===== config.mk =====
export PLATFORM = sky130hd
export DESIGN_NAME = trax_turn_sequencer
export DESIGN_NICKNAME = d
export VERILOG_FILES = /design/src/rtl/trax_turn_sequencer.sv
export SDC_FILE = /design/constraint.sdc
export NUM_CORES = 1
export LEC_CHECK = 0
export CAP_MARGIN = 10
export CORE_AREA = 2 2 92 94
export CTS_CLUSTER_SIZE = 10
export DETAILED_ROUTE_END_ITERATION = 10
export DIE_AREA = 0 0 94 96
export PLACE_DENSITY = 0.78
export SYNTH_ARGS = -nofsm -noshare
export SYNTH_HDL_FRONTEND = slang
export SYNTH_SLANG_ARGS = --single-unit

===== constraint.sdc =====
create_clock -name clk -period 2.5 [get_ports clk]
set_input_delay 0.375 -clock clk [delete_from_list [all_inputs] [get_ports clk]]
set_output_delay 0.375 -clock clk [all_outputs]
set_load 0.01 [all_outputs]

===== src/rtl/trax_turn_sequencer.sv =====
// Turn-level controller for the Trax player.
// Runs the board engines one at a time through a full turn using start/done handshakes:
//   apply -> auto-complete (repeated) -> commit -> optional shift-down/shift-right
//   -> choose (only after an opponent move) -> apply our move -> ... -> hand our move to tx.
// Ports:
//   clk, reset (async active-low), my_color (0=white moves first, sampled after reset release)
//   rx_valid/rx_move         opponent move from the transceiver
//   tx_ready/tx_start/tx_move our move to the transceiver
//   upd_*, ac_*, cmt_*, shd_*, shr_*, ch_*  engine start pulses and done/result inputs
//   busy                     high in every state except IDLE and ERR
//   err                      sticky: engine timeout or move received while busy
module trax_turn_sequencer #(
  parameter int unsigned MOVE_W        = 22,
  parameter int unsigned MAX_AC_PASSES = 8,
  parameter int unsigned TIMEOUT_CYC   = 4096
) (
  input  logic              clk,
  input  logic              reset,
  input  logic              my_color,
  input  logic              rx_valid,
  input  logic [MOVE_W-1:0] rx_move,
  input  logic              tx_ready,
  output logic              tx_start,
  output logic [MOVE_W-1:0] tx_move,
  output logic              upd_start,
  output logic [MOVE_W-1:0] upd_move,
  input  logic              upd_done,
  output logic              ac_start,
  input  logic              ac_done,
  input  logic              ac_changed,
  output logic              cmt_start,
  input  logic              cmt_done,
  input  logic [1:0]        cmt_shift,
  output logic              shd_start,
  input  logic              shd_done,
  output logic              shr_start,
  input  logic              shr_done,
  output logic              ch_start,
  input  logic              ch_done,
  input  logic [MOVE_W-1:0] ch_move,
  output logic              busy,
  output logic              err
);

  localparam int unsigned PW = $clog2(MAX_AC_PASSES + 1);
  localparam int unsigned TW = $clog2(TIMEOUT_CYC);
  // White's opening move: type 1 placed at (0,0).
  localparam logic [MOVE_W-1:0] FIRST_MOVE = {2'b01, {(MOVE_W - 2){1'b0}}};

  typedef enum logic [3:0] {
    StIdle, StApply, StAutoc, StCommit, StShdn, StShrt, StChoose, StTxwait, StErr
  } state_e;

  state_e        state;
  logic          side;        // 0: applying opponent move, 1: applying our move
  logic          first_turn;
  logic          fresh;       // high only in the first cycle after reset release
  logic          shr_pend;    // shift-right still owed after a shift-down
  logic [PW-1:0] passes;
  logic [TW-1:0] cnt;

  logic eng_done;
  logic start_now;
  logic acc;
  logic tmo;
  logic more_ac;

  always_comb begin
    eng_done = 1'b0;
    case (state)
      StApply:  eng_done = upd_done;
      StAutoc:  eng_done = ac_done;
      StCommit: eng_done = cmt_done;
      StShdn:   eng_done = shd_done;
      StShrt:   eng_done = shr_done;
      StChoose: eng_done = ch_done;
      default:  eng_done = 1'b0;
    endcase
    // A done landing in the same cycle as its start pulse is stale and ignored.
    start_now = upd_start | ac_start | cmt_start | shd_start | shr_start | ch_start;
    acc       = eng_done & ~start_now;
    tmo       = (cnt == TW'(TIMEOUT_CYC - 1));
    more_ac   = ac_changed && ((32'(passes) + 32'd1) < MAX_AC_PASSES);
  end

  assign busy = (state != StIdle) && (state != StErr);

  always_ff @(posedge clk or negedge reset) begin
    if (!reset) begin
      state      <= StIdle;
      side       <= 1'b0;
      first_turn <= 1'b1;
      fresh      <= 1'b1;
      shr_pend   <= 1'b0;
      passes     <= '0;
      cnt        <= '0;
      upd_start  <= 1'b0;
      ac_start   <= 1'b0;
      cmt_start  <= 1'b0;
      shd_start  <= 1'b0;
      shr_start  <= 1'b0;
      ch_start   <= 1'b0;
      tx_start   <= 1'b0;
      tx_move    <= '0;
      upd_move   <= '0;
      err        <= 1'b0;
    end else begin
      upd_start <= 1'b0;
      ac_start  <= 1'b0;
      cmt_start <= 1'b0;
      shd_start <= 1'b0;
      shr_start <= 1'b0;
      ch_start  <= 1'b0;
      tx_start  <= 1'b0;
      fresh     <= 1'b0;
      // Engine wait states: count toward timeout unless a transition below clears it.
      if (busy) cnt <= cnt + 1'b1;
      if (rx_valid && busy) err <= 1'b1;

      case (state)
        StIdle: begin
          if (first_turn && fresh && !my_color) begin
            upd_move   <= FIRST_MOVE;
            tx_move    <= FIRST_MOVE;
            side       <= 1'b1;
            first_turn <= 1'b0;
            upd_start  <= 1'b1;
            cnt        <= '0;
            state      <= StApply;
            if (rx_valid) err <= 1'b1;  // opening move wins, opponent move dropped
          end else if (rx_valid) begin
            upd_move   <= rx_move;
            side       <= 1'b0;
            first_turn <= 1'b0;
            upd_start  <= 1'b1;
            cnt        <= '0;
            state      <= StApply;
          end
        end
        StApply: begin
          if (acc) begin
            passes   <= '0;
            ac_start <= 1'b1;
            cnt      <= '0;
            state    <= StAutoc;
          end else if (tmo) begin
            err   <= 1'b1;
            state <= StErr;
          end
        end
        StAutoc: begin
          if (acc) begin
            cnt <= '0;
            if (passes != PW'(MAX_AC_PASSES)) passes <= passes + 1'b1;
            if (more_ac) begin
              ac_start <= 1'b1;
            end else begin
              cmt_start <= 1'b1;
              state     <= StCommit;
            end
          end else if (tmo) begin
            err   <= 1'b1;
            state <= StErr;
          end
        end
        StCommit: begin
          if (acc) begin
            cnt      <= '0;
            shr_pend <= cmt_shift[0];
            if (cmt_shift[1]) begin
              shd_start <= 1'b1;
              state     <= StShdn;
            end else if (cmt_shift[0]) begin
              shr_start <= 1'b1;
              state     <= StShrt;
            end else if (side) begin
              state <= StTxwait;
            end else begin
              ch_start <= 1'b1;
              state    <= StChoose;
            end
          end else if (tmo) begin
            err   <= 1'b1;
            state <= StErr;
          end
        end
        StShdn: begin
          if (acc) begin
            cnt <= '0;
            if (shr_pend) begin
              shr_start <= 1'b1;
              state     <= StShrt;
            end else if (side) begin
              state <= StTxwait;
            end else begin
              ch_start <= 1'b1;
              state    <= StChoose;
            end
          end else if (tmo) begin
            err   <= 1'b1;
            state <= StErr;
          end
        end
        StShrt: begin
          if (acc) begin
            cnt <= '0;
            if (side) begin
              state <= StTxwait;
            end else begin
              ch_start <= 1'b1;
              state    <= StChoose;
            end
          end else if (tmo) begin
            err   <= 1'b1;
            state <= StErr;
          end
        end
        StChoose: begin
          if (acc) begin
            upd_move  <= ch_move;
            tx_move   <= ch_move;
            side      <= 1'b1;
            upd_start <= 1'b1;
            cnt       <= '0;
            state     <= StApply;
          end else if (tmo) begin
            err   <= 1'b1;
            state <= StErr;
          end
        end
        StTxwait: begin
          cnt <= '0;  // waiting on the transceiver, not an engine
          if (tx_ready) begin
            tx_start <= 1'b1;
            state    <= StIdle;
          end
        end
        StErr: begin
          cnt <= '0;
        end
        default: begin
          err   <= 1'b1;
          state <= StErr;
        end
      endcase
    end
  end

endmodule


After elaboration in Yosys (flattened, before gate mapping)
Index checks and enable logic that the tools add are counted.
- bits in registers: 76
- bits in latches: 0
- memory bits (writable): 0
- memory bits (read-only): 0
- input bits: 58
- output and inout bits: 53
- word-level logic and storage cells: 139
- memories: 0
- add/sub/neg operators: 3
- $mul: 0
- divide/modulo/power cells: 0
- $lt $le $gt $ge: 1
- equality and inequality tests: 19
- shift-type cells: 0
- mux-type cells: 72
- bitwise operators: 8
- reduce and logical (&&, ||, !) cells: 19
- operator list (operator ; number):
    $mux 22 ; 4
    $pmux 22 s2 ; 2
    $mux 4 ; 14
    $mux 12 ; 4
    $pmux 12 s3 ; 1
    $pmux 4 s9 ; 1
    $mux 1 ; 35
    $eq 4x3->1 const B ; 4
    $add 12x1->12 const B ; 1
    $eq 12x12->1 const B ; 1
    $ne 2x2->1 const B ; 6
    $eq 4x2->1 const B ; 2
    $ne 4x4->1 const B ; 2
    $pmux 1 s2 ; 4
    $pmux 4 s2 ; 1
    $reduce_and 4->1 ; 2
    $mux 2 ; 3
    $ne 3x3->1 const B ; 2
    $pmux 1 s3 ; 2
    $pmux 1 s6 ; 1
    $reduce_and 3->1 ; 2
    $reduce_bool 2->1 ; 3
    $reduce_or 6->1 ; 1
    $add 4x1->5 const B ; 1
    13 further kinds ; 23

Depth between registers and ports, before layout
- depth in word-level cells: 9
- mapped depth: 9
- depth with buffers taken out: 7

Worst setup path after synthesis
OpenSTA, ideal clock, no wires.
- path kind: register -> register
- from: register cmt_start
- to: register upd_move[10]
- setup time: 0.125 ns
- data arrival time: 1.953 ns
- setup slack: 0.422 ns
- stages on the path, launching flop included: 9
- buffers on the path: 2
- clock period less this slack: 2.078 ns
- cell sequence: dfrtp_1 > or4_1 > nor3_2 > o311a_1 > buf_4 > nor2_2 > inv_2 > buf_6 > mux2_4
- cells in the longest elaborated chain, start to end: 8
- ends and longest elaborated chain (what ; RTL line ; text):
    start: declaration ; 31 ; output logic cmt_start,
    start signal: assignment ; 99 ; cmt_start <= 1'b0;
    start signal: assignment ; 110 ; cmt_start <= 1'b0;
    start signal: assignment ; 158 ; cmt_start <= 1'b1;
    $or 1x1->1 (4 in series) ; 80 ; start_now = upd_start | ac_start | cmt_start | shd_start | shr_start | ch_start;
    $not 1->1 ; 81 ; acc = eng_done & ~start_now;
    $and 1x1->1 ; 81 ;
    $ne 2x2->1 (no line) ; n/a ;
    $reduce_and 3->1 (no line) ; n/a ;
    end signal: assignment ; 132 ; upd_move <= rx_move;
    end signal: assignment ; 220 ; upd_move <= ch_move;
    end: declaration ; 26 ; output logic [MOVE_W-1:0] upd_move,
No other way between the ends.
A chain may end at the register's enable or synchronous reset.

Worst setup path after layout
- from: register state[1]
- to: output busy
- cells in the longest elaborated chain, start to end: 2
- ends and longest elaborated chain (what ; RTL line ; text):
    start: declaration ; 54 ; state_e state;
    start signal: assignment ; 90 ; state <= StIdle;
    start signal: assignment ; 129 ; state <= StApply;
    start signal: assignment ; 137 ; state <= StApply;
    $ne 4x4->1 / $reduce_bool 4->1 (equally long branches) ; 86 ; assign busy = (state != StIdle) && (state != StErr);
    $logic_and 1x1->1 * ; 86 ;
    end: declaration ; 41 ; output logic busy,
Every way passes the cells marked *; elsewhere a longest branch is shown, timed or not.

==> flow_summary.toml <==
[critical_path]
crit_fanout = 12
cp_num_buf_inv = 3
reg2reg_slack_ns = 0.23
critPathKind = "register to output port"
worstPathCellList = "buf_4 > nor3_2 > inv_2 > clkdlybuf4s50_1"
worstPathArrival_ns = 1.95
r2r_start = "cmt_start$_DFF_PN0_"
critical_path.max_stage_delay_ns = 0.51
ff2ff_path_depth = 6
slowest_stage = "clkdlybuf4s50_1"
rr_endpoint = "upd_move[2]$_DFFE_PN0P_"
cp.required_ns = 2.12
cp_top_family = "buffers and inverters"
end_kind = "output port"
cp-start-kind = "register"

[clock_tree]
cts_root_buffer = "clkbuf_8"
postCtsSetupBuffers = 0
cts_buffer_depth = 2
cts_buffers = 9
clk_pin_slew_ns = 0.08
htree_levels = 3
cts_hold_buf = 0
clk-insertion-delay-late_ns = 0.35
cts_tree = "built"
cts_sinks = 76

[grt]
grtUsageMet1_pct = 27.38
grt-ovfl-total = 0
antenna_found_initial = 0
grtUsageMet3_pct = 5.012
grtUsageMet2_pct = 34.88
grt_pass1_vias = 3109
track_usage_pct = 21.37
busiest_layer = "met2"
grt_max_degree = 77
grt_pass1_wl_mm = 15.06

[timing]
skew_ns = 0.01463
fin_crit_ns = 2.321
period_share_pct = 92.84
hold_viol_final = 0
setup_tns_ns = 0
slew_violations = 0
relSlewSlack_pct = 36.30
tightest_slew_ns = 0.9556
fmax_mhz = 430.9
rsz0062_at_grt = "no"
finalSetupViolCount = 0

[floorplanning]
io_pins = 111
start_util_pct = 45.52
fp.dieH_um = 96
coreArea_mm2 = 0.008051
die-area_mm2 = 0.009024
rows = 33
die_x_um = 94

[logic_synthesis]
synth.area.top_cells = "dfrtp_1, a22o_1, a22oi_1, o21ai_0, nor2_1"
yosys_warnings = 0
synth_top_area_share_pct = 50.53
async_flop_share_pct = 100.0
synth_nets = 410
synth_edf_count = 0
synthTopCellsByCount = "dfrtp_1, a22o_1, nor2_1"
yosys.area.top_type = "dfrtp_1"
ys.flop_type = "dfrtp_1"
syn_inst = 349
synth_seq_cells = 76
ys_seq_area_share_pct = 51.96
netlist_area_mm2 = 0.003665
synth.avg_cell_area_um2 = 10.50
ys_types = 61
synthMostInstantiatedCell = "dfrtp_1"

[cells_and_area]
fin_cells = 573
final_nets = 524
area_growth_pct = 39.47
n_fill_cell = 665
multi_input_area_mm2 = 0.001543
antenna_cells = 0
layout-drive-gt1-share_pct = 11.32
seq_area_mm2 = 0.001904
design_area_mm2 = 0.005111

[placement]
dp_hpwl_mm = 6.830
place_inst = 557
gp_congestion = 0.8732
portBuffers = 110
postPlaceCellArea_mm2 = 0.004921

[pwr]
combinationalPowerShare_pct = 49.2
p_sw_uw = 2073
power_density_mw_per_mm2 = 1076
swShare_pct = 37.69
pwr-share-clk_pct = 15.7
cellLeakagePower_uw = 0.002179
p_seq_share_pct = 35.1
design_power_total_uw = 5499
vdd_ir_drop_max_v = 0.0006223
internal-power_uw = 3426

[routing]
via_count = 3123
drtIter0Drc = 128
routed_wl_mm = 9.363
dr.pass1.iters = 4
routedWlPerCell_um = 16.34
vias_per_cell = 5.450
ant_nets = 0
drc_errors = 0

[hold_path]
min_path_type = "input port to asynchronous set/reset pin"

[outcome]
outcome = "finished clean"

[run]
drv_cap = 0
[power by group through the flow]
stage	sequential, µW	clock (µW)	combinational, µW
after floorplan	2020	0	1380
after global placement	1940	0	2630
after detailed placement	1940	0	2700
after CTS	1930	884	2710
after global routing	1990	949	2940
final	1930	863	2700
[kinds of logic (layout without fill, tap and decap cells)]
family | after synthesis | in the layout | share of synthesized area [%]
AO/OA/AOI/OAI | 103 | 103 | 20.11
XOR/XNOR | 10 | 10 | 2.390
adder cells (fa/ha/maj) | 3 | 3 | 1.024
buffers and inverters | 48 | 167 | 6.213
flip-flops | 76 | 76 | 51.96
multiplexers | 6 | 6 | 2.253
other | 1 | 1 | 0.1023
AND/OR/NAND/NOR | 102 | 102 | 15.94
[how the worst max path moves through the flow]
stage	from	end	slack, ns	cells past startpoint
2_1_floorplan	cmt_start$_DFF_PN0_	upd_move[10]$_DFFE_PN0P_	0.42	8
6_report	state[1]$_DFFE_PN0P_	busy	0.18	4
3_5_place_dp	cmt_done	tx_move[20]$_DFFE_PN0P_	-0.06	6
3_3_place_gp	shd_done	tx_move[20]$_DFFE_PN0P_	0.03	6
4_1_cts	state[2]$_DFFE_PN0P_	busy	0.16	4
5_1_grt	state[2]$_DFFE_PN0P_	busy	0.04	4
[area by class of cell]
cell class	instances	area share, %
Clock buffer	9	2.424
Clock inverter	7	1.151
Inverter	25	1.836
Multi-Input combinational cell	225	30.18
Sequential cell	76	37.26
Tap cell	105	2.570
Timing Repair Buffer	126	24.58
[through the flow]
| stage | hold WS (ns) | utilization, % | setup slack [ns] |
|---|---|---|---|
| after floorplan | 0.07941 | - | 0.4221 |
| after global placement | 0.4827 | 61.12 | 0.02596 |
| after detailed placement | 0.4866 | 61.12 | -0.06054 |
| after CTS | 0.2041 | 63.39 | 0.1553 |
| after global routing | 0.2362 | 63.48 | 0.04329 |
| final | 0.1428 | 63.48 | 0.1790 |
[sequential cells by signal, summed over array words and instances (netlist names), 4 cells and up]
name and count:
tx_move 22, upd_move 22, cnt 12, passes 4, state 4
[worst reg2reg max path: cells and delay by family, from the launching register on]
family / cells / cell delay [ns]
buf+inv: 1 / 0.18
flops: 1 / 0.37
compound gates: 1 / 0.37
mux: 1 / 0.37
simple gates: 3 / 0.87
[cells in the final DEF, fill, tap and decap left out, types with 6 or more instances in the layout]
cell type        instances
nor2_1                  23
a22o_1                  26
xor2_1                   6
nor3_1                  12
a22oi_1                 16
clkdlybuf4s50_1        109
nand2_1                 15
inv_1                   23
buf_4                   14
a21oi_1                 10
clkbuf_8                 9
o21ai_0                 23
dfrtp_1                 74
[per-layer routing]
metal | share of wire, % | routed length, µm
met5 | 0 | 0
met4 | 2.5 | 234
met3 | 5.6 | 525
met2 | 48 | 4536
met1 | 43 | 4067
[repair_timing]
action                                 4_1_cts  5_1_grt
setup endpoints to repair                    0        1
resized for setup                            0        1
endpoints found under the hold margin        0        0
Power figures use the tool's default switching activity.
